**src/rtl/cmp_branch_unit_pkg.sv**
```systemverilog
// Shared ALU definitions: branch/compare opcodes and the sign-flip constant
// that lets a single unsigned comparator serve signed compares.
package cmp_branch_unit_pkg;

    typedef enum logic [2:0] {
        OP_BEQ  = 3'd0,
        OP_BNE  = 3'd1,
        OP_BLEZ = 3'd2,
        OP_BGTZ = 3'd3,
        OP_BLTZ = 3'd4,
        OP_BGEZ = 3'd5,
        OP_SLT  = 3'd6,
        OP_SLTU = 3'd7
    } op_e;

    // XOR with this maps two's-complement ordering onto unsigned ordering.
    localparam logic [31:0] SIGN_FLIP = 32'h8000_0000;

    // Single-operand branches compare A against zero.
    function automatic logic is_zero_cmp(input op_e op);
        return (op == OP_BLEZ) || (op == OP_BGTZ) || (op == OP_BLTZ) || (op == OP_BGEZ);
    endfunction

    // Everything except SLTU is a signed comparison.
    function automatic logic is_signed_cmp(input op_e op);
        return (op != OP_SLTU);
    endfunction

endpackage

```
**src/rtl/cmp_branch_unit_comparator.sv**
```systemverilog
// Plain 32-bit unsigned magnitude comparator producing gt/eq/lt flags.
module comparator_32 (
    input  logic [31:0] a,
    input  logic [31:0] b,
    output logic        gt,
    output logic        eq,
    output logic        lt
);

    // Exactly one of the three flags is set for any operand pair.
    always_comb begin
        gt = (a > b);
        eq = (a == b);
        lt = (a < b);
    end

endmodule

```
**src/rtl/cmp_branch_unit.sv**
```systemverilog
// Two-stage branch/compare unit: S1 captures operands, the compare runs on S1
// contents and its decision is registered into S2, which drives the outputs.
module cmp_branch_unit
    import cmp_branch_unit_pkg::*;
(
    input  logic        clk,
    input  logic        rst,
    input  logic        in_valid,
    output logic        in_ready,
    input  logic [2:0]  in_op,
    input  logic [31:0] in_a,
    input  logic [31:0] in_b,
    input  logic [31:0] in_target,
    input  logic        flush,
    output logic        out_valid,
    input  logic        out_ready,
    output logic        out_taken,
    output logic [31:0] out_result,
    output logic [31:0] out_target
);

    // Stage 1: operands
    logic        s1_valid;
    op_e         s1_op;
    logic [31:0] s1_a;
    logic [31:0] s1_b;
    logic [31:0] s1_target;

    // Stage 2: decision
    logic        s2_valid;
    logic        s2_taken;
    logic [31:0] s2_result;
    logic [31:0] s2_target;

    logic        accept;
    logic        s2_load;
    logic [31:0] cmp_a;
    logic [31:0] cmp_b;
    logic        cmp_gt;
    logic        cmp_eq;
    logic        cmp_lt;
    logic        dec_taken;
    logic [31:0] dec_result;

    // S2 can take a new entry when it is empty or its result leaves this cycle.
    assign s2_load  = !s2_valid || out_ready;
    assign in_ready = !flush && (!s1_valid || !s2_valid || out_ready);
    assign accept   = in_valid && in_ready;

    // Operand conditioning: zero B for single-operand branches, sign-flip for signed ops.
    always_comb begin
        cmp_a = s1_a;
        cmp_b = is_zero_cmp(s1_op) ? 32'h0 : s1_b;
        if (is_signed_cmp(s1_op)) begin
            cmp_a = cmp_a ^ SIGN_FLIP;
            cmp_b = cmp_b ^ SIGN_FLIP;
        end
    end

    comparator_32 u_cmp (
        .a  (cmp_a),
        .b  (cmp_b),
        .gt (cmp_gt),
        .eq (cmp_eq),
        .lt (cmp_lt)
    );

    // Map comparator flags to the per-opcode decision.
    always_comb begin
        dec_taken  = 1'b0;
        dec_result = 32'h0;
        case (s1_op)
            OP_BEQ:  dec_taken = cmp_eq;
            OP_BNE:  dec_taken = !cmp_eq;
            OP_BLEZ: dec_taken = cmp_lt || cmp_eq;
            OP_BGTZ: dec_taken = cmp_gt;
            OP_BLTZ: dec_taken = cmp_lt;
            OP_BGEZ: dec_taken = cmp_gt || cmp_eq;
            OP_SLT,
            OP_SLTU: dec_result = {31'b0, cmp_lt};
            default: dec_taken = 1'b0;
        endcase
    end

    // S1 occupancy: filled on accept, emptied when it moves into S2; flush wins.
    always_ff @(posedge clk or posedge rst) begin
        if (rst) begin
            s1_valid <= 1'b0;
        end else if (flush) begin
            s1_valid <= 1'b0;
        end else if (accept) begin
            s1_valid <= 1'b1;
        end else if (s2_load) begin
            s1_valid <= 1'b0;
        end
    end

    // S1 operand capture; these registers need no reset since s1_valid qualifies them.
    always_ff @(posedge clk) begin
        if (accept) begin
            s1_op     <= op_e'(in_op);
            s1_a      <= in_a;
            s1_b      <= in_b;
            s1_target <= in_target;
        end
    end

    // S2 decision register; reset so the outputs read zero out of reset.
    always_ff @(posedge clk or posedge rst) begin
        if (rst) begin
            s2_valid  <= 1'b0;
            s2_taken  <= 1'b0;
            s2_result <= 32'h0;
            s2_target <= 32'h0;
        end else if (flush) begin
            s2_valid <= 1'b0;
        end else if (s2_load) begin
            s2_valid <= s1_valid;
            if (s1_valid) begin
                s2_taken  <= dec_taken;
                s2_result <= dec_result;
                s2_target <= s1_target;
            end
        end
    end

    assign out_valid  = s2_valid;
    assign out_taken  = s2_taken;
    assign out_result = s2_result;
    assign out_target = s2_target;

endmodule

```
**config.mk**
```make
export PLATFORM = sky130hd
export DESIGN_NAME = cmp_branch_unit
export DESIGN_NICKNAME = d
export VERILOG_FILES = /design/src/rtl/cmp_branch_unit_pkg.sv /design/src/rtl/cmp_branch_unit_comparator.sv /design/src/rtl/cmp_branch_unit.sv
export SDC_FILE = /design/constraint.sdc
export NUM_CORES = 1
export LEC_CHECK = 0
export ABC_AREA = 1
export BUFFER_PORTS_ARGS = -buffer_cell sky130_fd_sc_hd__buf_4
export CAP_MARGIN = 20
export CORE_UTILIZATION = 25
export DETAILED_ROUTE_END_ITERATION = 7
export SLEW_MARGIN = 20
export SYNTH_ARGS = -nofsm -noshare
export SYNTH_HDL_FRONTEND = slang
export SYNTH_SLANG_ARGS = --single-unit
```
**constraint.sdc**
```tcl
create_clock -name clk -period 9.95 [get_ports clk]
set_input_delay 1.99 -clock clk [delete_from_list [all_inputs] [get_ports clk]]
set_output_delay 1.99 -clock clk [all_outputs]
set_load 0.01 [all_outputs]
```
# [Word-level counts from Yosys, hierarchy flattened]
# Index checks and enable logic that the tools add are counted.
[totals] inputBits=104 ramBits=0 reg_bits=166 romBits=0 latchBits=0 mem_count=0
[classes] addsub=0 eq_ne=9 n_mux=10 mul=0 n_bitwise=3 magnitude_cmp=2 n_reduce_logical=19 n_div=0 n_shift=0
[ops] op="$mux 32" n=3
[ops] op="$eq 32x32->1" n=1
[ops] op="$gt 32x32->1" n=1
[ops] op="$lt 32x32->1" n=1
[ops] op="$eq 3x3->1 const B" n=4
[ops] op="$logic_or 1x1->1" n=8
[ops] op="$eq 3x2->1 const B" n=2
[ops] op="$mux 1" n=6
[ops] op="$pmux 1 s6" n=1
[ops] op="$logic_not 1->1" n=4
[ops] op="$eq 3x1->1 const B" n=1
[ops] op="$logic_not 3->1" n=1
[ops] op="$ne 3x3->1 const B" n=1
[ops] op="$not 1->1" n=3
[ops] op="$reduce_and 3->1" n=1
[ops] op="$reduce_bool 3->1" n=1
[ops] op="$logic_and 1x1->1" n=2
[ops] op="$reduce_bool 2->1" n=1
[ops] op="$reduce_or 2->1" n=1

# [Longest topological paths before layout]
[depth] word_depth=10 ltp_mapped=27 depth_no_buf=26

# [Cells and area by module]
# Synthesis repeated with hierarchy kept, for this count alone.
[unflattened] cells_unflattened=515 hier_area_um2=5875.6
[by_module_without_submodules] module="cmp_branch_unit" seq_area_each_um2=3873.7 cells_each=375 area_each_um2=4989.8 instances=1
[by_module_without_submodules] module="comparator_32" seq_area_each_um2=0.0 cells_each=140 area_each_um2=885.8 instances=1

# [Worst setup path after synthesis]
# No wires, ideal clock.
[synth_path] path_type="in2reg" from="input out_ready" to="register s1_a[0] (enable)" setup_time_ps=700 stages=4 slack_ps=-77 n_path_buf=0 t_required_ps=9250 arrival_ps=9326 cell_sequence="nor2_1 > inv_1 > nor2_1 > nor3b_1"
[synth_between] elab_chain_cells=3
[synth_lines] element="from (decl)" line="cmp_branch_unit.sv:16" text="input logic out_ready,"
[synth_lines] element="$logic_or 1x1->1" line="cmp_branch_unit.sv:47" text="assign in_ready = !flush && (!s1_valid || !s2_valid || out_ready);"
[synth_lines] element="$logic_and 1x1->1" line="cmp_branch_unit.sv:47"
[synth_lines] element="$logic_and 1x1->1" line="cmp_branch_unit.sv:48" text="assign accept = in_valid && in_ready;"
[synth_lines] element="net accept" line="cmp_branch_unit.sv:35" text="logic accept;"
[synth_lines] element="to (signal assigned)" line="cmp_branch_unit.sv:102" text="s1_a <= in_a;"
[synth_lines] element="to (decl)" line="cmp_branch_unit.sv:25" text="logic [31:0] s1_a;"
# The timed path passes the listed nets, and every way through them passes these cells.
# A chain may end at the register's enable or synchronous reset.

# [Worst setup path in the final report]
[layout_path] from="input out_ready" to="output in_ready"
[layout_between] elab_chain_cells=2
[layout_lines] element="$logic_or 1x1->1" line="cmp_branch_unit.sv:47"
[layout_lines] element="$logic_and 1x1->1" line="cmp_branch_unit.sv:47"
[layout_lines] element="to (decl)" line="cmp_branch_unit.sv:9" text="output logic in_ready,"
# No other way between the ends.

==> impl_metrics.ini <==
[outcome]
status = complete, but fails checks
violations = DRC

[clock_network]
postCtsSetupBuffers = 0
cts_buffers = 17
ctsHtreeMaxLevel = 4
clkSlewWorstSetupHoldPaths_ns = 0.06
insertion_delay_ns = 0.42
clk_path_buf_depth = 2
cts_root_buf = clkbuf_16
cts_hold_buf = 0
cts.sinks = 135
ctsResizeCount = 0
cts_tree = built

[synthesis]
synth.avg_cell_area_um2 = 12.05
async_flop_share_pct = 26.67
synth_edf_count = 99
ys_seq_elements = 135
synth_sequential_area_ratio_pct = 68.97
synthCells = 466
ys_warn_count = 0
syn_area_um2 = 5617
synthFlopType = edfxtp_1
yosysUniqueCellTypes = 23

[layout]
syn2layout_area_growth_pct = 33.01
n_antenna_cell = 0
finalNetCount = 754
fin_util_pct = 34.02
final_common_cell = nand2_1
layout.cells.non_filler = 911
final.fill_count = 2182
design_area_um2 = 7471
layout-drive-gt1-share_pct = 29.16
layout_common_cells = nand2_1, buf_4, edfxtp_1

[setup_path]
path_delay_family = simple AND/OR/NAND/NOR gates
cp-start-kind = primary input
reg2reg_depth = 20
cp.depth = 6
path_cells = buf_4 -> nor2_1 -> inv_1 -> nor2_1 -> nor2_1 -> buf_4
critPathCaptureType = output port
cp_slowest_cell = nor2_1
critical_path.max_fanout = 3
worstPathArrival_ns = 2.71
crit_type = in2out
critPathBufInv = 3
worstPathRequired_ns = 7.96
crit_top_cell = nor2_1
cpPeakStageDelay_ns = 0.24

[timing]
worst_pin_slew_ns = 0.9266
setup_viol = 0
max_freq_mhz = 212.6
fin_worst_skew_ns = 0.007269
hold_ws_ns = 0.4359
final.setup.tns_ns = 0
max_slew_margin_pct = 38.22
rsz0062_at_grt = false
final_max_slew_viol_count = 0
finalWorstSetupSlack_ns = 5.245
finalHoldViolations = 0
post-route-period-util_pct = 47.28
min_period_ns = 4.705

[global_routing]
grt_pass1_wl_um = 19000
grt_pass1_vias = 3663
grt_overflow_total = 0
antenna_found_initial = 0
grt_max_degree = 72
grt_usage_pct = 10.88

[power]
ir_worst_vdd_uv = 96.06
p_per_area_nw_per_um2 = 194.1
p_leak_nw = 3.390
power_mw = 1.450

[drt]
wire_per_inst_um = 12.78
wl_met2_um = 5743
route.detailed.drc = 22
dr_wl_met3_um = 703
detail_route.first_pass.iterations = 6
top_layer_used = met4
wl_um = 11640
drt_iter0_drc = 272
vias_per_cell = 3.911
met1_length_um = 4960
vias = 3563
antenna_left = 0

[placement]
dpl_cell_area_um2 = 6898
gp_congestion = 0.7313
place_ws_ns = 5.245
dp_cells = 879
numPortBuffers = 139
dp_hpwl_um = 8024

[die]
fp.dieW_um = 151.9
core_um2 = 21960
io_pins = 171
start_util_pct = 25.58
num_rows = 54
die_area_um2 = 23070
die_h_um = 151.9

[worst_hold_path]
worst_hold_path_type = reg2reg
hold_depth = 2

[job]
maxCapViolations = 0
[path summary, 6_finish.rpt]
| kind | start | endpoint | slack [ns] |
|---|---|---|---|
| min in group asynchronous | rst | out_target[0]$_DFFE_PP0P_ | 1.73 |
| max in group asynchronous | rst | out_target[16]$_DFFE_PP0P_ | 7.71 |
| worst max-delay path | out_ready | in_ready | 5.25 |
| worst min-delay path | s1_target[21]$_DFFE_PP_ | out_target[21]$_DFFE_PP0P_ | 0.44 |
| worst min register to register | s1_target[21]$_DFFE_PP_ | out_target[21]$_DFFE_PP0P_ | 0.44 |
| worst max register to register | s1_op[2]$_DFFE_PP_ | out_taken$_DFFE_PP0P_ | 6.79 |
[metal layers]
metal,vias up,global-route usage (%)
met5,-,0
met4,0,5.248
met3,12,3.280
met2,114,18.12
met1,1636,12.81
li1,1801,-
[synth_stat cells (3+ instances only)]
cell type,n,share of area (%)
inv_1,24,1.6
nand2_2,3,0.33
o21ai_0,3,0.27
buf_4,31,4.1
nand2_1,172,11
ha_1,32,7.1
a21oi_1,15,1.3
edfxtp_1,99,53
nor2_1,20,1.3
clkbuf_1,9,0.60
nand3_1,8,0.71
dfrtp_1,36,16
[state kept, by name (all words and copies together), names as in the netlist]
signal / flops
out_target: 32
s1_a: 32
s1_b: 32
s1_target: 32
s1_op: 3
out_result: 1
out_taken: 1
out_valid: 1
s1_valid: 1
[final cells by class]
| class | instances | area, um2 | share of cell area, % |
|---|---|---|---|
| clock buffer | 17 | 425.4 | 5.694 |
| clock inverter | 15 | 147.6 | 1.976 |
| inverter | 24 | 90.09 | 1.206 |
| multi-input combinational | 297 | 1510 | 20.21 |
| sequential | 135 | 3874 | 51.85 |
| tap | 280 | 350.3 | 4.689 |
| timing repair buffer | 143 | 1074 | 14.37 |
[cell families (layout without fill, tap and decap cells)]
kind of cell / count (synthesis) / in the layout / share of synthesized area, %
AND/OR/NAND/NOR: 210 / 210 / 14.95
flip-flops: 135 / 135 / 68.97
buffers and inverters: 64 / 199 / 6.349
adder cells (fa/ha/maj): 32 / 32 / 7.128
AO/OA/AOI/OAI: 23 / 23 / 2.383
other: 1 / 31 / 0.06677
XOR/XNOR: 1 / 1 / 0.1560
[tightest hold or removal path, cell delays in order, from the launching register on]
cell and delay (ns):
edfxtp_1 0.32, nand2_1 0.05, nand2_1 0.04
[power by group]
| part | switching, mW | internal, mW | total (mW) |
|---|---|---|---|
| sequential | 0.0196 | 0.652 | 0.672 |
| clock | 0.258 | 0.350 | 0.608 |
| combinational | 0.0876 | 0.0833 | 0.171 |
| total | 0.365 | 1.09 | 1.45 |
(Power assumes the default switching activity.)
